File: src/rtl/dlx_pipe_if.sv
// DLX instruction-fetch stage: PC, IF/ID pipeline register and RUN/HALT/TRAP control.
// Optional fetch counter output if_fetch_cnt is built only with DLX_IF_FETCH_CNT_EN defined.
module dlx_pipe_if #(
  parameter logic [31:0] RESET_PC  = 32'h0000_0000,
  parameter logic [31:0] TRAP_VEC  = 32'h0000_0100,
  parameter logic [31:0] BUBBLE_IR = 32'h0000_0000
) (
  input  logic        clk,
  input  logic        rst,
  input  logic        stall,
  input  logic        dc_wait,
  input  logic        id_cond,
  input  logic [31:0] id_npc,
  input  logic        id_illegal_instr,
  input  logic        id_halt,
  output logic [31:0] ic_addr,
  output logic        ic_en,
  input  logic [31:0] ic_data,
  input  logic        ic_wait,
  output logic [31:0] if_id_npc,
  output logic [31:0] if_id_ir,
  output logic [1:0]  if_state
`ifdef DLX_IF_FETCH_CNT_EN
  ,
  output logic [31:0] if_fetch_cnt
`endif
);

  localparam logic [1:0] S_RUN  = 2'd0;
  localparam logic [1:0] S_HALT = 2'd1;
  localparam logic [1:0] S_TRAP = 2'd2;

  logic [1:0]  state;
  logic [31:0] pc;
  logic [31:0] pc_inc;

  assign pc_inc   = pc + 32'd4;
  assign ic_addr  = pc;
  assign ic_en    = (state == S_RUN);
  assign if_state = state;

  always_ff @(posedge clk) begin
    if (!rst) begin
      state     <= S_RUN;
      pc        <= RESET_PC;
      if_id_ir  <= BUBBLE_IR;
      if_id_npc <= RESET_PC;
    end else begin
      case (state)
        S_RUN: begin
          if (id_halt) begin
            state    <= S_HALT;
            if_id_ir <= BUBBLE_IR;
          end else if (id_illegal_instr) begin
            state    <= S_TRAP;
            pc       <= TRAP_VEC;
            if_id_ir <= BUBBLE_IR;
          end else if (stall || dc_wait) begin
            // frozen pipe: a pending branch is retaken once the stall clears
          end else if (id_cond) begin
            pc        <= {id_npc[31:2], 2'b00};
            if_id_ir  <= BUBBLE_IR;
            if_id_npc <= id_npc;
          end else if (ic_wait) begin
            if_id_ir <= BUBBLE_IR;
          end else begin
            pc        <= pc_inc;
            if_id_ir  <= ic_data;
            if_id_npc <= pc_inc;
          end
        end
        S_TRAP: begin
          // one dead cycle; pc already holds TRAP_VEC
          state    <= S_RUN;
          if_id_ir <= BUBBLE_IR;
        end
        S_HALT: begin
          if_id_ir <= BUBBLE_IR;
        end
        default: begin
          state    <= S_RUN;
          if_id_ir <= BUBBLE_IR;
        end
      endcase
    end
  end

`ifdef DLX_IF_FETCH_CNT_EN
  logic seq_fetch;

  assign seq_fetch = (state == S_RUN) && !id_halt && !id_illegal_instr &&
                     !stall && !dc_wait && !id_cond && !ic_wait;

  always_ff @(posedge clk) begin
    if (!rst) begin
      if_fetch_cnt <= 32'd0;
    end else if (seq_fetch) begin
      if_fetch_cnt <= if_fetch_cnt + 32'd1;
    end
  end
`endif

endmodule

File: config.mk
export PLATFORM = sky130hd
export DESIGN_NAME = dlx_pipe_if
export DESIGN_NICKNAME = d
export VERILOG_FILES = /design/src/rtl/dlx_pipe_if.sv
export SDC_FILE = /design/constraint.sdc
export NUM_CORES = 1
export LEC_CHECK = 0
export CAP_MARGIN = 20
export CORE_UTILIZATION = 55
export CTS_CLUSTER_DIAMETER = 50
export CTS_CLUSTER_SIZE = 16
export DETAILED_ROUTE_END_ITERATION = 12
export DONT_BUFFER_PORTS = 1
export PLACE_DENSITY_LB_ADDON = 0.3
export SLEW_MARGIN = 40
export SYNTH_ARGS = -nofsm -noshare
export SYNTH_HDL_FRONTEND = slang
export SYNTH_SLANG_ARGS = --single-unit
File: constraint.sdc
create_clock -name clk -period 2 [get_ports clk]
set_input_delay 0.4 -clock clk [delete_from_list [all_inputs] [get_ports clk]]
set_output_delay 0.4 -clock clk [all_outputs]
set_load 0.02 [all_outputs]
## Yosys cells after proc, flatten, opt, wreduce, memory -nomap -nowiden

Index checks and enable logic that the tools add are counted.

- Output and inout port bits: 99
- Register bits after elaboration: 98

- Muxes and demuxes: 10
- Reduce and logical (&&, ||, !) cells: 6
- Bitwise logic cells: 6
- Eq/ne operators: 5
- Add/subtract/negate cells: 1

Operator list:

| operator | number |
|---|---|
| $mux 32 | 7 |
| $add 32x3->32 const B | 1 |
| $ne 3x3->1 const B | 2 |
| $not 1->1 | 6 |
| $reduce_and 5->1 | 1 |
| $mux 2 | 2 |
| $ne 2x2->1 const B | 2 |
| $pmux 2 s2 | 1 |
| $reduce_and 4->1 | 1 |
| $reduce_or 4->1 | 1 |
| $eq 2x1->1 const B | 1 |
| $logic_not 2->1 | 1 |
| $reduce_and 2->1 | 1 |
| $logic_or 1x1->1 | 1 |

## Depth between registers and ports, before layout

Gate-level depths: netlist of the first run.

- Depth after elaboration: 5
- Mapped depth: 7
- Depth with buffers taken out: 6

## Worst setup path after synthesis of the first run

OpenSTA, ideal clock, no wires.

- Path type: register to register
- Start point: reg pc[2] (netlist: ic_addr[2])
- End point: reg if_id_npc[26]
- Setup slack: -0.038 ns
- Arrival time: 1.971 ns
- Cell stages (with the launch flop): 7
- Buffers on the path: 0
- Cell sequence: dfxtp_1 > ha_1 > nand4_1 > nor4_2 > nand3_1 > mux2_2 > a21oi_2

- Word-level cells in the longest chain between the ends: 3

Ends and longest elaborated chain:

| what | RTL line | text |
|---|---|---|
| from (decl) | 34 | `logic [31:0] pc;` |
| from (signal assigned) | 61 | `pc <= {id_npc[31:2], 2'b00};` |
| from (signal assigned) | 67 | `pc <= pc_inc;` |
| $add 32x3->32 | 37 | `assign pc_inc = pc + 32'd4;` |
| $mux 32 | 64 | `end else if (ic_wait) begin` |
| $mux 32 | 60 | `end else if (id_cond) begin` |
| to (signal assigned) | 63 | `if_id_npc <= id_npc;` |
| to (signal assigned) | 69 | `if_id_npc <= pc_inc;` |
| to (decl) | 20 | `output logic [31:0] if_id_npc,` |

Every way passes these cells. The select of a mux whose other input is x is not followed.
A chain may end at the register's enable or synchronous reset.

## Final worst setup path of the first run

- Start point: reg pc[3] (netlist: ic_addr[3])
- End point: reg if_id_npc[26]

The elaborated chain is that of the path after synthesis.

==> results of run 1 <==
-- what timing repair did --
item,in CTS,in global routing
setup buffers,0,0
gates resized for setup,0,2
endpoints found under the setup margin,0,6
-- cells in the mapped netlist, types with 7 or more instances --
library cell / number / area (um^2)
dfxtp_1: 96 / 1920
nand2_1: 63 / 236
nor2_1: 53 / 199
a22oi_1: 34 / 255
o21ai_0: 30 / 150
a21oi_1: 29 / 145
nand3_1: 28 / 140
clkbuf_1: 26 / 97.6
inv_1: 13 / 48.8
nand4_1: 13 / 81.3
o211ai_1: 13 / 97.6
nor3_1: 9 / 45.0
xnor2_1: 9 / 78.8
xor2_1: 9 / 78.8
nand2b_1: 8 / 50.1
and3_1: 7 / 43.8
and4_1: 7 / 61.3
buf_2: 7 / 35.0
nor4_1: 7 / 43.8
-- per-layer routing --
metal	track usage, %	up-vias	share of wire (%)
li1	-	2014	-
met1	34.0	1987	40
met2	49.8	213	49
met3	10.4	30	9.1
met4	13.3	0	2.3
met5	0	-	0
-- cell type report --
cell class                 count  area (um^2)  share of cell area (%)
inverter                      14         52.6                    1.04
timing repair buffer          55          425                    8.41
clock inverter                 6         61.3                    1.21
clock buffer                  10          138                    2.72
tap                          102          128                    2.52
sequential                    96         1920                    38.0
multi-input combinational    392         2330                    46.1
-- sequential cells by signal, summed over array words and instances (netlist names) --
register	count
if_id_ir	32
if_id_npc	32
ic_addr	30
if_state	2
-- critical path: stages, from the launching register on --
cell     delay [ns]
dfxtp_1        0.36
ha_1           0.22
nand4_1        0.19
buf_4          0.22
nor4_4         0.23
nand3_1        0.21
mux2_2         0.32
a21oi_2        0.12
-- placed cells by master (no fill, tap or decap), drive strengths merged, types with 3 or more instances in the layout --
cell / netlist / layout
nor3: 9 / 9
nand3: 28 / 28
o21ai: 30 / 30
a21boi: 3 / 3
inv: 13 / 15
mux2i: 5 / 5
a22oi: 34 / 34
o22ai: 6 / 6
and4: 7 / 7
or3: 4 / 4
o211ai: 13 / 13
mux2: 4 / 4
a31oi: 6 / 6
nand2: 63 / 63
nor4: 9 / 9
o31a: 5 / 5
and2: 5 / 5
and3: 7 / 7
dfxtp: 96 / 96
o311ai: 3 / 3
nand4: 14 / 14
nor2: 53 / 53
clkinv: 1 / 4
nand2b: 8 / 8
a21oi: 30 / 30
xnor2: 9 / 9
buf: 12 / 55
xor2: 9 / 9
clkbuf: 26 / 10
a22o: 3 / 3
-- power groups by stage --
stage | logic (uW) | registers [uW] | clock network (uW)
after floorplan | 166 | 2010 | 0
after global placement | 225 | 2000 | 0
after detailed placement | 231 | 2000 | 0
after CTS | 232 | 1950 | 1270
after global routing | 256 | 1960 | 1350
final | 235 | 1950 | 1260
-- kinds of logic (layout without fill, tap and decap cells) --
| kind of cell | after synthesis | count (layout) | share of synthesized area [%] |
|---|---|---|---|
| other | 1 | 2 | 0.0843 |
| xor gates and xnor gates | 18 | 18 | 3.54 |
| and+or+nand+nor | 212 | 212 | 23.3 |
| buffers and inverters | 52 | 85 | 5.17 |
| muxes | 9 | 9 | 2.14 |
| AOI/OAI and AO/OA | 150 | 150 | 22.3 |
| DFF | 96 | 96 | 43.2 |
| adders and majority gates | 1 | 1 | 0.281 |
-- how the worst max path moves through the flow --
stage | from | endpoint
after floorplan | ic_addr[2] | ic_addr[22]
after global routing | ic_addr[3] | if_id_npc[26]
after CTS | if_state[1] | ic_addr[31]
after global placement | id_cond | ic_addr[23]
after detailed placement | id_halt | ic_addr[31]
final | ic_addr[3] | if_id_npc[26]
-- per-stage QoR --
step / TNS [ns] / hold slack, ns / cells / instance area (um^2)
floorplan: -0.0346 / 0.516 / 540 / 4460
global placement: 0 / 0.473 / 659 / 4850
detailed placement: 0 / 0.485 / 659 / 4850
CTS: 0 / 0.163 / 675 / 5050
global route: -0.0118 / 0.173 / 675 / 5060
finish: 0 / 0.168 / 675 / 5060
==> flow_summary.json, run 1 <==
{
  "status": "finished clean",
  "gp_congestion": 0.910,
  "min-delay-start": "id_illegal_instr",
  "seqPwrFrac_pct": 56.7,
  "finalSetupViolCount": 0,
  "dieHeight_um": 92.0,
  "tightest_slew_ns": 0.566,
  "postSynthCellCount": 539,
  "cts_hold_buf": 0,
  "drc": 0,
  "rsz0062_at_grt": "yes",
  "cts_sinks": 96,
  "path_clk_slew_ns": 0.11,
  "switching_share_pct": 26.7,
  "antenna_cells": 0,
  "drive_gt1_share_pct": 14.7,
  "power_leakage_uw": 0.00181,
  "setup_slack_ns": 0.0709,
  "finalCriticalPeriod_ns": 1.93,
  "first_pass_iters": 6,
  "wl_per_cell_um": 18.5,
  "cts_tree": "built",
  "netlist_area_um2": 4450,
  "max_slew_margin_pct": 62.1,
  "yosys_warnings": 0,
  "grt_pass1_vias": 4155,
  "finalHoldViolCount": 0,
  "total_power_uw": 3450,
  "r2r_end": "if_id_npc[26]",
  "maxSlewViolCount": 0,
  "nets": 641,
  "combPwrFrac_pct": 6.8,
  "dpl_worst_slack_ns": 0.0604,
  "clockBufferDepth": 2,
  "synth-edff-count": 0,
  "p_per_area_nw_per_um2": 682,
  "syn_to_final_growth_pct": 13.6,
  "drtIter0Drc": 258,
  "die_x_um": 92.0,
  "cap_viol_max_count": 0,
  "dieArea_um2": 8460,
  "fillers": 677,
  "grt_pass1_wl_um": 19600,
  "io_buffers": 0,
  "drt_wl_total_um": 12500,
  "yosysSeqAreaShare_pct": 43.2,
  "grt_max_degree": 54,
  "coreArea_um2": 7770,
  "dp_hpwl_um": 9220,
  "r2r_cells": 7,
  "power.share.clock_pct": 36.5,
  "cts_buffers": 9,
  "finClkSkew_ns": 0.0144,
  "r2r_start": "ic_addr[3]",
  "h-tree-depth": 3,
  "dr_total_vias": 4244,
  "syn_avg_cell_area_um2": 8.26,
  "antenna_found_initial": 0,
  "ios": 171,
  "vias_per_cell": 6.29,
  "ir_worst_vdd_mv": 0.417,
  "gr-total-overflow": 0,
  "crit_path_end_kind": "flip-flop",
  "postLayoutCoreUtil_pct": 65.1,
  "track_usage_pct": 29.7,
  "path_max_fanout": 4,
  "min_delay_path_depth": 2,
  "crit_path_start_kind": "flip-flop",
  "crit_type": "flip-flop to flip-flop",
  "ctsRootBufferMaster": "clkbuf_8",
  "synth_cell_types": 55,
  "worstPathArrival_ns": 2.24,
  "synthFlopType": "dfxtp_1",
  "power_switching_uw": 921,
  "cp.required_ns": 2.31,
  "rrSetupSlack_ns": 0.07,
  "p_int_uw": 2530,
  "hold_class": "primary input to flip-flop",
  "ant_nets": 0,
  "rows": 32,
  "fmax_mhz": 518,
  "worstHoldEndpoint": "if_state[1]",
  "async_reset_ff_share_pct": 0,
  "start_util_pct": 57.3,
  "ys_seq_elements": 96,
  "fin_crit_sh_pct": 96.5,
  "clock_latency_ns": 0.37
}
Power figures use the tool's default switching activity.
==> run 2, diff against run 1 <==
CTS_BUF_LIST = sky130_fd_sc_hd__clkbuf_2 sky130_fd_sc_hd__clkbuf_4 sky130_fd_sc_hd__clkbuf_8   (was unset)
SETUP_SLACK_MARGIN = 0.1   (was unset)
clock period = 2.14 ns   (was 2 ns; I/O delays follow)
==> flow_summary.json, run 2 (same netlist as run 1, synthesis figures left out) <==
{
  "rrSetupSlack_ns": 0.16,
  "maxSlewViolCount": 0,
  "nets": 634,
  "min-delay-start": "rst",
  "die_x_um": 92.0,
  "cp_cell_sequence": "ha_1 -> nand4_1 -> or2_1 -> nor4_1 -> o21ai_0 -> o2bb2ai_1",
  "clockBufferDepth": 2,
  "status": "finished clean",
  "ir_worst_vdd_mv": 0.462,
  "track_usage_pct": 30.3,
  "clock_latency_ns": 0.37,
  "r2r_cells": 6,
  "fmax_mhz": 505,
  "syn_to_final_growth_pct": 13.0,
  "gp_congestion": 0.889,
  "min_delay_path_depth": 2,
  "multi_input_area_um2": 2340,
  "ios": 171,
  "fin_crit_sh_pct": 92.5,
  "crit_type": "flip-flop to flip-flop",
  "drtIter0Drc": 363,
  "dpl_worst_slack_ns": 0.101,
  "cp.required_ns": 2.40,
  "io_buffers": 0,
  "grt_pass1_wl_um": 20300,
  "slowest_stage": "nor4_1",
  "dr_total_vias": 4286,
  "dp_hpwl_um": 9310,
  "r2r_end": "ic_addr[30]",
  "total_power_uw": 3280,
  "power_leakage_uw": 0.00179,
  "start_util_pct": 57.3,
  "dieHeight_um": 92.0,
  "worstPathArrival_ns": 2.24,
  "drc": 0,
  "postCtsSetupRepairBufs": 0,
  "finalCriticalPeriod_ns": 1.98,
  "seqCellArea_um2": 1920,
  "fin_tns_setup_ns": 0,
  "rsz0062_at_grt": "yes",
  "drive_gt1_share_pct": 13.8,
  "mostFrequentLayoutCells": "dfxtp_1 (96), nand2_1 (63), nor2_1 (52)",
  "setup_slack_ns": 0.160,
  "drt_wl_total_um": 12800,
  "path_max_fanout": 5,
  "cts_tree": "built",
  "cts_sinks": 96,
  "ctsRootBufferMaster": "clkbuf_8",
  "finClkSkew_ns": 0.0167,
  "cts_buffers": 9,
  "r2r_start": "ic_addr[2]",
  "layout_commonest_cell": "dfxtp_1",
  "worstHoldEndpoint": "if_id_npc[7]",
  "finalHoldViolCount": 0,
  "antenna_cells": 0,
  "first_pass_iters": 5,
  "wl_per_cell_um": 19.2,
  "ant_nets": 0,
  "path_clk_slew_ns": 0.10,
  "coreArea_um2": 7770,
  "vias_per_cell": 6.43,
  "h-tree-depth": 3,
  "dieArea_um2": 8460,
  "crit_path_end_kind": "flip-flop",
  "crit_path_max_incr_delay_ns": 0.41,
  "antenna_found_initial": 0,
  "grt_pass1_vias": 4027,
  "rows": 32,
  "gr-total-overflow": 0,
  "grt_max_degree": 54,
  "hold_class": "primary input to flip-flop",
  "p_per_area_nw_per_um2": 652,
  "crit_path_start_kind": "flip-flop",
  "finalSetupViolCount": 0,
  "fillers": 691,
  "cap_viol_max_count": 0
}
run 2: critical path, delay by kind of cell (launching register included):
kind,cells,cell delay (ns)
flops,1,0.36
fa+ha+maj,1,0.23
simple gates,3,0.98
compound gates,2,0.29
run 2: worst max-delay path by stage:
stage / start / cells after the start / end
5_1_grt: if_state[1] / 7 / ic_addr[27]
2_1_floorplan: ic_addr[2] / 6 / if_id_npc[26]
3_5_place_dp: if_state[1] / 6 / if_id_npc[29]
3_3_place_gp: if_state[1] / 6 / if_id_npc[29]
6_report: ic_addr[2] / 6 / ic_addr[30]
4_1_cts: ic_addr[2] / 7 / if_id_npc[26]
run 2: what timing repair did:
action | 4_1_cts | 5_1_grt
gates resized for setup | 1 | 4
setup endpoints to repair | 1 | 8
hold buffers | 0 | 0
hold endpoints to repair | 0 | 0
run 2: final cells by class:
| type | instances | share of cell area, % |
|---|---|---|
| clock buffer | 10 | 2.74 |
| clock inverter | 5 | 1.29 |
| inverter | 14 | 1.05 |
| multi-input combinational | 392 | 46.5 |
| sequential | 96 | 38.2 |
| tap | 102 | 2.54 |
| timing repair buffer | 48 | 7.66 |
run 2: per-stage QoR:
stage               cells  utilization [%]  cell area (um^2)  hold WS [ns]
finish                667             64.7              5030         0.202
global route          667             64.7              5030         0.197
CTS                   667             64.5              5010         0.195
detailed placement    652             61.8              4800         0.507
global placement      652             61.8              4800         0.507
floorplan             540                -              4450         0.516
run 2: layer usage:
| layer | GRT usage [%] | share of wire, % | up-vias |
|---|---|---|---|
| met5 | 0 | 0 | - |
| met4 | 12.0 | 2.4 | 0 |
| met3 | 10.1 | 10 | 31 |
| met2 | 50.1 | 48 | 232 |
| met1 | 36.1 | 39 | 2029 |
| li1 | - | - | 1994 |
run 2: power by group:
part	internal [uW]	total, uW	switching, uW
Clock	579	1230	651
Combinational	79.1	225	146
Sequential	1800	1830	23.7
Total	2460	3280	820
==> run 3, diff against run 2 <==
CELL_PAD_IN_SITES_DETAIL_PLACEMENT = 0   (was unset)
CELL_PAD_IN_SITES_GLOBAL_PLACEMENT = 1   (was unset)
CORE_MARGIN = 3   (was unset)
CORE_UTILIZATION = 47   (was 55)
==> flow_summary.json, run 3 (same netlist as run 1, synthesis figures left out) <==
{
  "slowest_stage": "nor4_1",
  "maxSlewViolCount": 0,
  "seqPwrFrac_pct": 54.9,
  "r2r_end": "ic_addr[30]",
  "rsz0062_at_grt": "yes",
  "worstPathArrival_ns": 2.21,
  "clock_latency_ns": 0.37,
  "ctsRootBufferMaster": "clkbuf_8",
  "finClkSkew_ns": 0.0133,
  "finalHoldViolCount": 0,
  "grt_pass1_vias": 4070,
  "cp.required_ns": 2.39,
  "dp.cells": 680,
  "final_cells": 697,
  "cp_cell_sequence": "nand3_1 -> or2_1 -> nor4_1 -> o21ai_0 -> o2bb2ai_1",
  "switching_share_pct": 25.7,
  "drc": 0,
  "p_int_uw": 2470,
  "die_x_um": 103,
  "dp_hpwl_um": 9980,
  "cts_buffers": 9,
  "antenna_found_initial": 1,
  "track_usage_pct": 25.3,
  "crit_path_max_incr_delay_ns": 0.46,
  "dieArea_um2": 10700,
  "cts_hold_buf": 0,
  "ios": 171,
  "power.share.clock_pct": 38.3,
  "grt_pass1_wl_um": 21000,
  "r2r_start": "ic_addr[7]",
  "status": "finished clean",
  "wl_per_cell_um": 19.5,
  "drtIter0Drc": 276,
  "fin_crit_sh_pct": 91.6,
  "finalSetupViolCount": 0,
  "path_clk_slew_ns": 0.11,
  "hold_class": "primary input to flip-flop",
  "p_per_area_nw_per_um2": 654,
  "r2r_cells": 5,
  "worstHoldEndpoint": "if_id_ir[4]",
  "dr_total_vias": 4181,
  "power_switching_uw": 855,
  "ant_nets": 0,
  "first_pass_iters": 5,
  "cts_sinks": 96,
  "crit_type": "flip-flop to flip-flop",
  "mostFrequentLayoutCells": "dfxtp_1 (96), nand2_1 (63), nor2_1 (52)",
  "min_delay_path_depth": 2,
  "gr-total-overflow": 0,
  "crit_path_start_kind": "flip-flop",
  "power_leakage_uw": 0.00181,
  "drive_gt1_share_pct": 14.2,
  "clockBufferDepth": 2,
  "rows": 34,
  "min-delay-start": "ic_data[4]",
  "vias_per_cell": 6.00,
  "cap_viol_max_count": 0,
  "dieHeight_um": 103,
  "start_util_pct": 49.6,
  "grt_max_degree": 54,
  "rrSetupSlack_ns": 0.18,
  "nets": 638,
  "combPwrFrac_pct": 6.8,
  "finalCriticalPeriod_ns": 1.96,
  "syn_to_final_growth_pct": 14.4,
  "io_buffers": 0,
  "layout_commonest_cell": "dfxtp_1",
  "path_max_fanout": 7,
  "coreArea_um2": 8980,
  "drt_wl_total_um": 13600,
  "cts_tree": "built",
  "crit_path_end_kind": "flip-flop",
  "gp_congestion": 0.919,
  "fin_tns_setup_ns": 0,
  "ir_worst_vdd_mv": 0.389,
  "h-tree-depth": 3,
  "fmax_mhz": 510
}
[run 3: changes by cell type in the layout (fill, tap and decap cells not counted)]
| cell | previous run | this run |
|---|---|---|
| a31oi_1 | 5 | 6 |
| clkinv_4 | 2 | 1 |
| diode_2 | 0 | 1 |
| and3_1 | 6 | 7 |
| and3_2 | 1 | 0 |
| clkinv_2 | 0 | 1 |
| inv_8 | 0 | 1 |
| a31oi_2 | 1 | 0 |
| buf_4 | 46 | 50 |
[run 3: cell type report]
cell class | instances | area (um^2)
clock inverter | 6 | 72.6
antenna | 1 | 2.50
inverter | 14 | 52.6
tap | 126 | 158
timing repair buffer | 52 | 415
multi-input combinational | 392 | 2330
sequential | 96 | 1920
fill | 832 | 3880
clock buffer | 10 | 138
[run 3: worst max-delay path, delay by kind of cell (launching register included)]
| family | cells | cell delay (ns) |
|---|---|---|
| simple gates | 3 | 1.13 |
| flops | 1 | 0.45 |
| compound gates | 2 | 0.28 |
[run 3: power groups by stage]
stage          Clock [uW]  Sequential [uW]  Combinational [uW]
5_1_grt              1370             1830                 249
3_3_place_gp            0             1870                 220
4_1_cts              1290             1830                 225
6_report             1270             1830                 227
2_1_floorplan           0             1880                 156
3_5_place_dp            0             1870                 224
[run 3: per-layer routing]
layer | up-vias | global-route usage [%] | wire length, um
met2 | 192 | 41.4 | 6460
li1 | 1998 | - | -
met1 | 1979 | 31.6 | 5550
met5 | - | 0 | 0
met3 | 12 | 9.26 | 1430
met4 | 0 | 6.57 | 127
[run 3: repair_timing]
action,in CTS,in global routing
gates resized for setup,0,3
setup buffers,0,0
endpoints found under the setup margin,0,4
[run 3: how the worst max path moves through the flow]
stage | start | to | slack (ns) | depth (start not counted)
floorplan | ic_addr[2] | if_id_npc[26] | 0.10 | 6
global placement | id_halt | if_id_npc[26] | 0.22 | 6
detailed placement | id_halt | if_id_npc[26] | 0.20 | 6
CTS | if_state[1] | ic_addr[9] | 0.21 | 8
global route | ic_addr[7] | ic_addr[30] | 0.08 | 5
finish | ic_addr[7] | ic_addr[30] | 0.18 | 5
[run 3: through the flow]
stage	power, uW	hold slack (ns)	instance area, um^2	util (%)	setup WS (ns)
floorplan	2030	0.516	4450	-	0.102
global placement	2090	0.503	4860	54.2	0.219
detailed placement	2090	0.509	4860	54.2	0.195
CTS	3340	0.192	5070	56.5	0.211
global route	3450	0.194	5090	56.7	0.0786
finish	3330	0.206	5090	56.7	0.180
